### config.mk
export PLATFORM = sky130hd
export DESIGN_NAME = avr_irq_ctrl
export DESIGN_NICKNAME = d
export VERILOG_FILES = /design/src/rtl/avr_irq_ctrl_pkg.sv /design/src/rtl/avr_irq_prio.sv /design/src/rtl/avr_irq_ctrl.sv
export SDC_FILE = /design/constraint.sdc
export NUM_CORES = 1
export LEC_CHECK = 0
export CAP_MARGIN = 20
export CORE_MARGIN = 3
export CORE_UTILIZATION = 40
export DETAILED_ROUTE_END_ITERATION = 8
export GPL_TIMING_DRIVEN = 0
export HOLD_SLACK_MARGIN = 0.06
export SYNTH_ARGS = -nofsm -noshare
export SYNTH_HDL_FRONTEND = slang
export SYNTH_SLANG_ARGS = --single-unit
### constraint.sdc
create_clock -name clk -period 3.7 [get_ports clk]
set_input_delay 0.555 -clock clk [delete_from_list [all_inputs] [get_ports clk]]
set_output_delay 0.555 -clock clk [all_outputs]
set_load 0.1 [all_outputs]
### src/rtl/avr_irq_ctrl_pkg.sv
// Shared definitions for the AVR interrupt controller: register map offsets and FSM states.
package avr_irq_ctrl_pkg;

  localparam logic [1:0] RegPend = 2'd0;
  localparam logic [1:0] RegMask = 2'd1;
  localparam logic [1:0] RegEdge = 2'd2;

  localparam int unsigned IoDataW = 8;

  typedef enum logic [1:0] {
    StIdle = 2'd0,
    StReq  = 2'd1,
    StGap  = 2'd2
  } irq_state_e;

endpackage

### src/rtl/avr_irq_prio.sv
// Lowest-index-wins priority encoder; valid is set when any request bit is set.
module avr_irq_prio #(
  parameter int unsigned N_IRQ = 8,
  parameter int unsigned VEC_W = 3
) (
  input  logic [N_IRQ-1:0] req,
  output logic [VEC_W-1:0] idx,
  output logic             valid
);

  always_comb begin
    idx   = '0;
    valid = |req;
    // Scan high to low so the lowest set index is the last one written.
    for (int i = int'(N_IRQ) - 1; i >= 0; i--) begin
      if (req[i]) begin
        idx = VEC_W'(i);
      end
    end
  end

endmodule

### src/rtl/avr_irq_ctrl.sv
// Interrupt controller: per-line mask and level/edge mode, fixed priority, and a
// request/acknowledge handshake with the core, with an I/O-mapped register bank.
module avr_irq_ctrl
  import avr_irq_ctrl_pkg::*;
#(
  parameter int unsigned N_IRQ = 8,
  parameter int unsigned VEC_W = 3
) (
  input  logic               clk,
  input  logic               rst,
  input  logic [1:0]         io_a,
  input  logic               io_re,
  input  logic               io_we,
  output logic [7:0]         io_do,
  input  logic [7:0]         io_di,
  input  logic [N_IRQ-1:0]   irq_in,
  output logic               irq_req,
  output logic [VEC_W-1:0]   irq_vec,
  input  logic               irq_ack
);

  logic [N_IRQ-1:0] mask_q, mask_d;
  logic [N_IRQ-1:0] edge_q, edge_d;
  logic [N_IRQ-1:0] edge_pend_q, edge_pend_d;
  logic [N_IRQ-1:0] prev_q;
  logic [N_IRQ-1:0] rise, w1c, ack_clr, edge_off;
  logic [N_IRQ-1:0] pend_eff, eligible;
  logic [N_IRQ-1:0] wr_bits;
  logic [VEC_W-1:0] vec_q, vec_d;
  logic [VEC_W-1:0] win_idx;
  logic             win_valid;
  logic             wr_pend, wr_mask, wr_edge;
  irq_state_e       state_q, state_d;

  assign wr_bits = io_di[N_IRQ-1:0];
  assign wr_pend = io_we && (io_a == RegPend);
  assign wr_mask = io_we && (io_a == RegMask);
  assign wr_edge = io_we && (io_a == RegEdge);

  always_comb begin
    mask_d = mask_q;
    edge_d = edge_q;
    if (wr_mask) mask_d = wr_bits;
    if (wr_edge) edge_d = wr_bits;
  end

  assign rise     = irq_in & ~prev_q;
  assign w1c      = wr_pend ? (wr_bits & edge_q) : '0;
  assign edge_off = edge_q & ~edge_d;

  always_comb begin
    ack_clr = '0;
    for (int i = 0; i < int'(N_IRQ); i++) begin
      if ((state_q == StReq) && irq_ack && (vec_q == VEC_W'(i))) begin
        ack_clr[i] = 1'b1;
      end
    end
  end

  // A fresh edge beats W1C/ack in the same cycle; leaving edge mode always wipes the bit.
  assign edge_pend_d = ((edge_pend_q & ~(w1c | ack_clr)) | (rise & edge_q)) & ~edge_off;

  assign pend_eff = (edge_q & edge_pend_q) | (~edge_q & irq_in);
  assign eligible = pend_eff & mask_q;

  avr_irq_prio #(
    .N_IRQ (N_IRQ),
    .VEC_W (VEC_W)
  ) u_prio (
    .req   (eligible),
    .idx   (win_idx),
    .valid (win_valid)
  );

  always_comb begin
    state_d = state_q;
    vec_d   = vec_q;
    unique case (state_q)
      StIdle: begin
        if (win_valid) begin
          vec_d   = win_idx;
          state_d = StReq;
        end
      end
      StReq: begin
        if (irq_ack) state_d = StGap;
      end
      StGap:   state_d = StIdle;
      default: state_d = StIdle;
    endcase
  end

  always_ff @(posedge clk or negedge rst) begin
    if (!rst) begin
      mask_q      <= '0;
      edge_q      <= '0;
      edge_pend_q <= '0;
      prev_q      <= '0;
      vec_q       <= '0;
      state_q     <= StIdle;
    end else begin
      mask_q      <= mask_d;
      edge_q      <= edge_d;
      edge_pend_q <= edge_pend_d;
      prev_q      <= irq_in;
      vec_q       <= vec_d;
      state_q     <= state_d;
    end
  end

  assign irq_req = (state_q == StReq);
  assign irq_vec = vec_q;

  logic [N_IRQ-1:0]   rd_bits;
  logic [IoDataW-1:0] rd_data;

  always_comb begin
    rd_bits = '0;
    rd_data = '0;
    unique case (io_a)
      RegPend: rd_bits = pend_eff;
      RegMask: rd_bits = mask_q;
      RegEdge: rd_bits = edge_q;
      default: rd_bits = '0;
    endcase
    rd_data[N_IRQ-1:0] = rd_bits;
  end

  assign io_do = io_re ? rd_data : '0;

endmodule
==> summary.md <==
| Metric | Value |
|---|---|
| Seq cells post-synth | `37` |
| Syn avg cell area | `between 10 and 15 µm²` |
| Final ANT Viol Nets | `0` |
| Top cells by area, synth | `dfrtp_1, mux2_2, o21ai_0` |
| CP endpoint kind | `primary output` |
| Synth Area in Adders | `0%` |
| GR Overflow Total | `0` |
| Die Wd | `76.9 µm` |
| Crit-path max FO | `8` |
| Setup ws final | `between 0.2 and 0.25 ns` |
| Root buffer cell | `clkbuf_8` |
| Post-cts sizing count | `8` |
| Starting Density | `between 40% and 50%` |
| Critical path data arrival time | `2.91 ns` |
| Hold Crit Class | `in2async` |
| Setup violations, final | `0` |
| Distinct cell type count after synthesis | `28` |
| Final HPWL DP | `between 3000 and 4000 µm` |
| Nature of the critical path startpoint | `input port` |
| Rel. slew slack | `35.0%` |
| First DRT Iteration DRCs | `between 100 and 150` |
| Clock slew at reported path FFs | `about 0.080 ns` |
| Status | `completed` |
| Maxcap violations | `0` |
| P&R area growth vs syn | `25.4%` |
| CTS Buffer Depth | `2` |
| Synth top area share | `between 40% and 50%` |
| Core Area | `4790 µm²` |
| Syn_nets | `214` |
| Power Density | `661 nW/µm²` |
| Layout cell share with drive strength beyond 1 | `17.6%` |
| Leak | `1.06 nW` |
| H-tree levels | `2` |
| Vias per cell | `roughly 5.5` |
| Period utilization | `93.7%` |
| Post-CTS Setup Repair Bufs | `0` |
| Row count | `25` |
| Post-synthesis mux area share | `a little under a fifth` |
| Least-Margin Pin Slew | `0.972 ns` |
| Ys Warns | `0` |
| CTS tree | `yes` |
| DP Worst Slack | `-0.0873 ns` |
| Quantity of hold-fixing buffers added after cts | `0` |
| Mapped cell area | `just over 2000 µm²` |
| Largest family of logic cells by synthesized area | `compound AO/OA/AOI/OAI gates` |
| Synth area leader | `dfrtp_1` |
| Count of clock tree sinks | `37` |
| Vias in the first global route | `1751` |
| Wirelength, routed | `5360 µm` |
| Max-slew violations | `0` |
| VDD IR max | `0.000297 V` |
| Critical path type | `in2out` |
| Final net count | `about 260` |
| Initial antenna violation count | `0` |
| Pin count of the biggest net entering global routing | `38` |
| Sequential element share of the synthesized area | `between 40 and 50%` |
| N_diodes | `0` |
| Synth Area in Simple Gates | `about an eighth` |
| Syn Inst Count | `approximately 190` |
| Drt drc | `0` |
| Fillers | `436` |
| Clock latency on the worst-skew pair | `0.29 ns` |
| Total track usage | `between 10% and 20%` |
| Post-synthesis compound-gate area fraction | `20.2%` |
| Max Fclk | `0.288 GHz` |
| IO buf count | `34` |
| Ports | `35` |
| Pwr Total | `1.67 mW` |
| RSZ-0062 raised after global routing | `false` |
| First-pass GRT wire length | `8710 µm` |
| Final Skew | `0.00926 ns` |
| CTS Buf Count | `5` |
| Final worst path period need | `3.47 ns` |
| Die area | `5910 µm²` |
| Drt wl/cell | `17.9 µm` |
| Final Hold Violating Endpoints | `0` |
| Chip Height | `approximately 77 µm` |
| Req. time, crit path | `~3.1 ns` |
| Detailed Routing Iterations Pass 1 | `4` |
| Post-Synth XOR/XNOR Area | `0%` |
| Final RePlAce weighted congestion | `around 0.85` |
| Via count | `1659` |
-- where the power goes --
| part | internal [mW] | leakage, nW | switching, mW |
|---|---|---|---|
| logic | 0.253 | 0.571 | 0.470 |
| registers | 0.513 | 0.433 | 0.117 |
| clock network | 0.168 | 0.0542 | 0.144 |
| total | 0.934 | 1.06 | 0.732 |
-- metrics by stage --
step | TNS, ns | instance area, µm² | hold WS [ns] | utilization (%) | instances
3_5_place_dp | -0.286 | 2430 | 0.519 | 50.8 | 292
4_1_cts | 0 | 2520 | 0.392 | 52.7 | 300
6_report | 0 | 2520 | 0.367 | 52.7 | 300
3_3_place_gp | -0.149 | 2430 | 0.500 | 50.9 | 292
2_1_floorplan | 0 | 2010 | 0.259 | - | 191
5_1_grt | 0 | 2520 | 0.435 | 52.7 | 300
-- worst paths after layout --
kind / startpoint / endpoint / slack (ns) / cells after the start
setup / recovery: io_a[1] / io_do[7] / 0.23 / 5
hold / removal: rst / edge_pend_q[4]$_DFF_PN0_ / 0.37 / 1
setup reg to reg: edge_q[7]$_DFF_PN0_ / irq_vec[0]$_DFFE_PN0P_ / 1.93 / 5
hold reg to reg: prev_q[5]$_DFF_PN0_ / edge_pend_q[5]$_DFF_PN0_ / 0.53 / 2
max in group asynchronous: rst / edge_pend_q[1]$_DFF_PN0_ / 2.81 / 1
min in group clk: prev_q[5]$_DFF_PN0_ / edge_pend_q[5]$_DFF_PN0_ / 0.53 / 2
-- cells in the final DEF (no fill, tap or decap), types with 3 or more instances in the layout --
cell type / instances
dfrtp_1: 37
or3_1: 6
nand2b_1: 3
mux2_2: 22
buf_2: 4
o21ai_0: 24
clkdlybuf4s50_1: 25
nor2b_1: 8
clkbuf_8: 7
inv_1: 11
a21oi_1: 18
a32oi_1: 10
nand3b_1: 8
nand2_1: 9
and2_1: 4
mux2i_1: 8
dlygate4sd2_1: 8
-- cells by family after synthesis --
| kind of cell | count (synthesis) |
|---|---|
| muxes | 33 |
| buffers and inverters | 15 |
| DFF | 37 |
| AOI/OAI and AO/OA | 63 |
| and+or+nand+nor | 43 |
-- final cells by class --
| cell class | count | area (µm²) | share of cell area, % |
|---|---|---|---|
| Multi-Input combinational cell | 139 | 1020 | 40.6 |
| Sequential cell | 37 | 926 | 36.7 |
| Timing Repair Buffer | 34 | 325 | 12.9 |
| Clock buffer | 7 | 96.3 | 3.82 |
| Tap cell | 67 | 83.8 | 3.33 |
| Inverter | 11 | 41.3 | 1.64 |
| Buffer | 4 | 18.8 | 0.744 |
| Clock inverter | 1 | 5.00 | 0.199 |
-- registers in the layout, summed over array words and instances (netlist names) --
signal / flops
state_q: 2
edge_q: 8
irq_vec: 3
prev_q: 8
edge_pend_q: 8
mask_q: 8
-- synthesized netlist by cell type --
| cell | number |
|---|---|
| dfrtp_1 | 37 |
| o21ai_0 | 24 |
| mux2_2 | 22 |
| a21oi_1 | 18 |
| inv_1 | 11 |
| a32oi_1 | 10 |
| nand2_1 | 9 |
| mux2i_1 | 8 |
| nand3b_1 | 8 |
| nor2b_1 | 8 |
| or3_1 | 6 |
| and2_1 | 4 |
| buf_2 | 3 |
| nand2b_1 | 3 |
| a22oi_2 | 2 |
| mux2_4 | 2 |
| nor2_1 | 2 |
| nor3_1 | 2 |
| o211ai_1 | 2 |
| o31ai_1 | 2 |
| a221o_1 | 1 |
| a22oi_1 | 1 |
| a22oi_4 | 1 |
| clkbuf_1 | 1 |
| mux2_1 | 1 |
| nand2_2 | 1 |
| o21ai_2 | 1 |
| o22ai_1 | 1 |
-- critical path: stages --
cell	delay, ns
clkdlybuf4s50_1	0.60
nor2_1	0.58
a21oi_1	0.14
nor2b_1	0.15
dlygate4sd2_1	0.88
-- per-layer routing --
| metal | global-route usage, % | up-vias | part of all wire (%) |
|---|---|---|---|
| met5 | 0 | - | 0 |
| met1 | 24.3 | 803 | 43 |
| met2 | 30.3 | 54 | 48 |
| met3 | 3.99 | 11 | 6.2 |
| li1 | - | 791 | - |
| met4 | 8.88 | 0 | 2.6 |
Note: power is estimated with default switching activity, not from simulation.
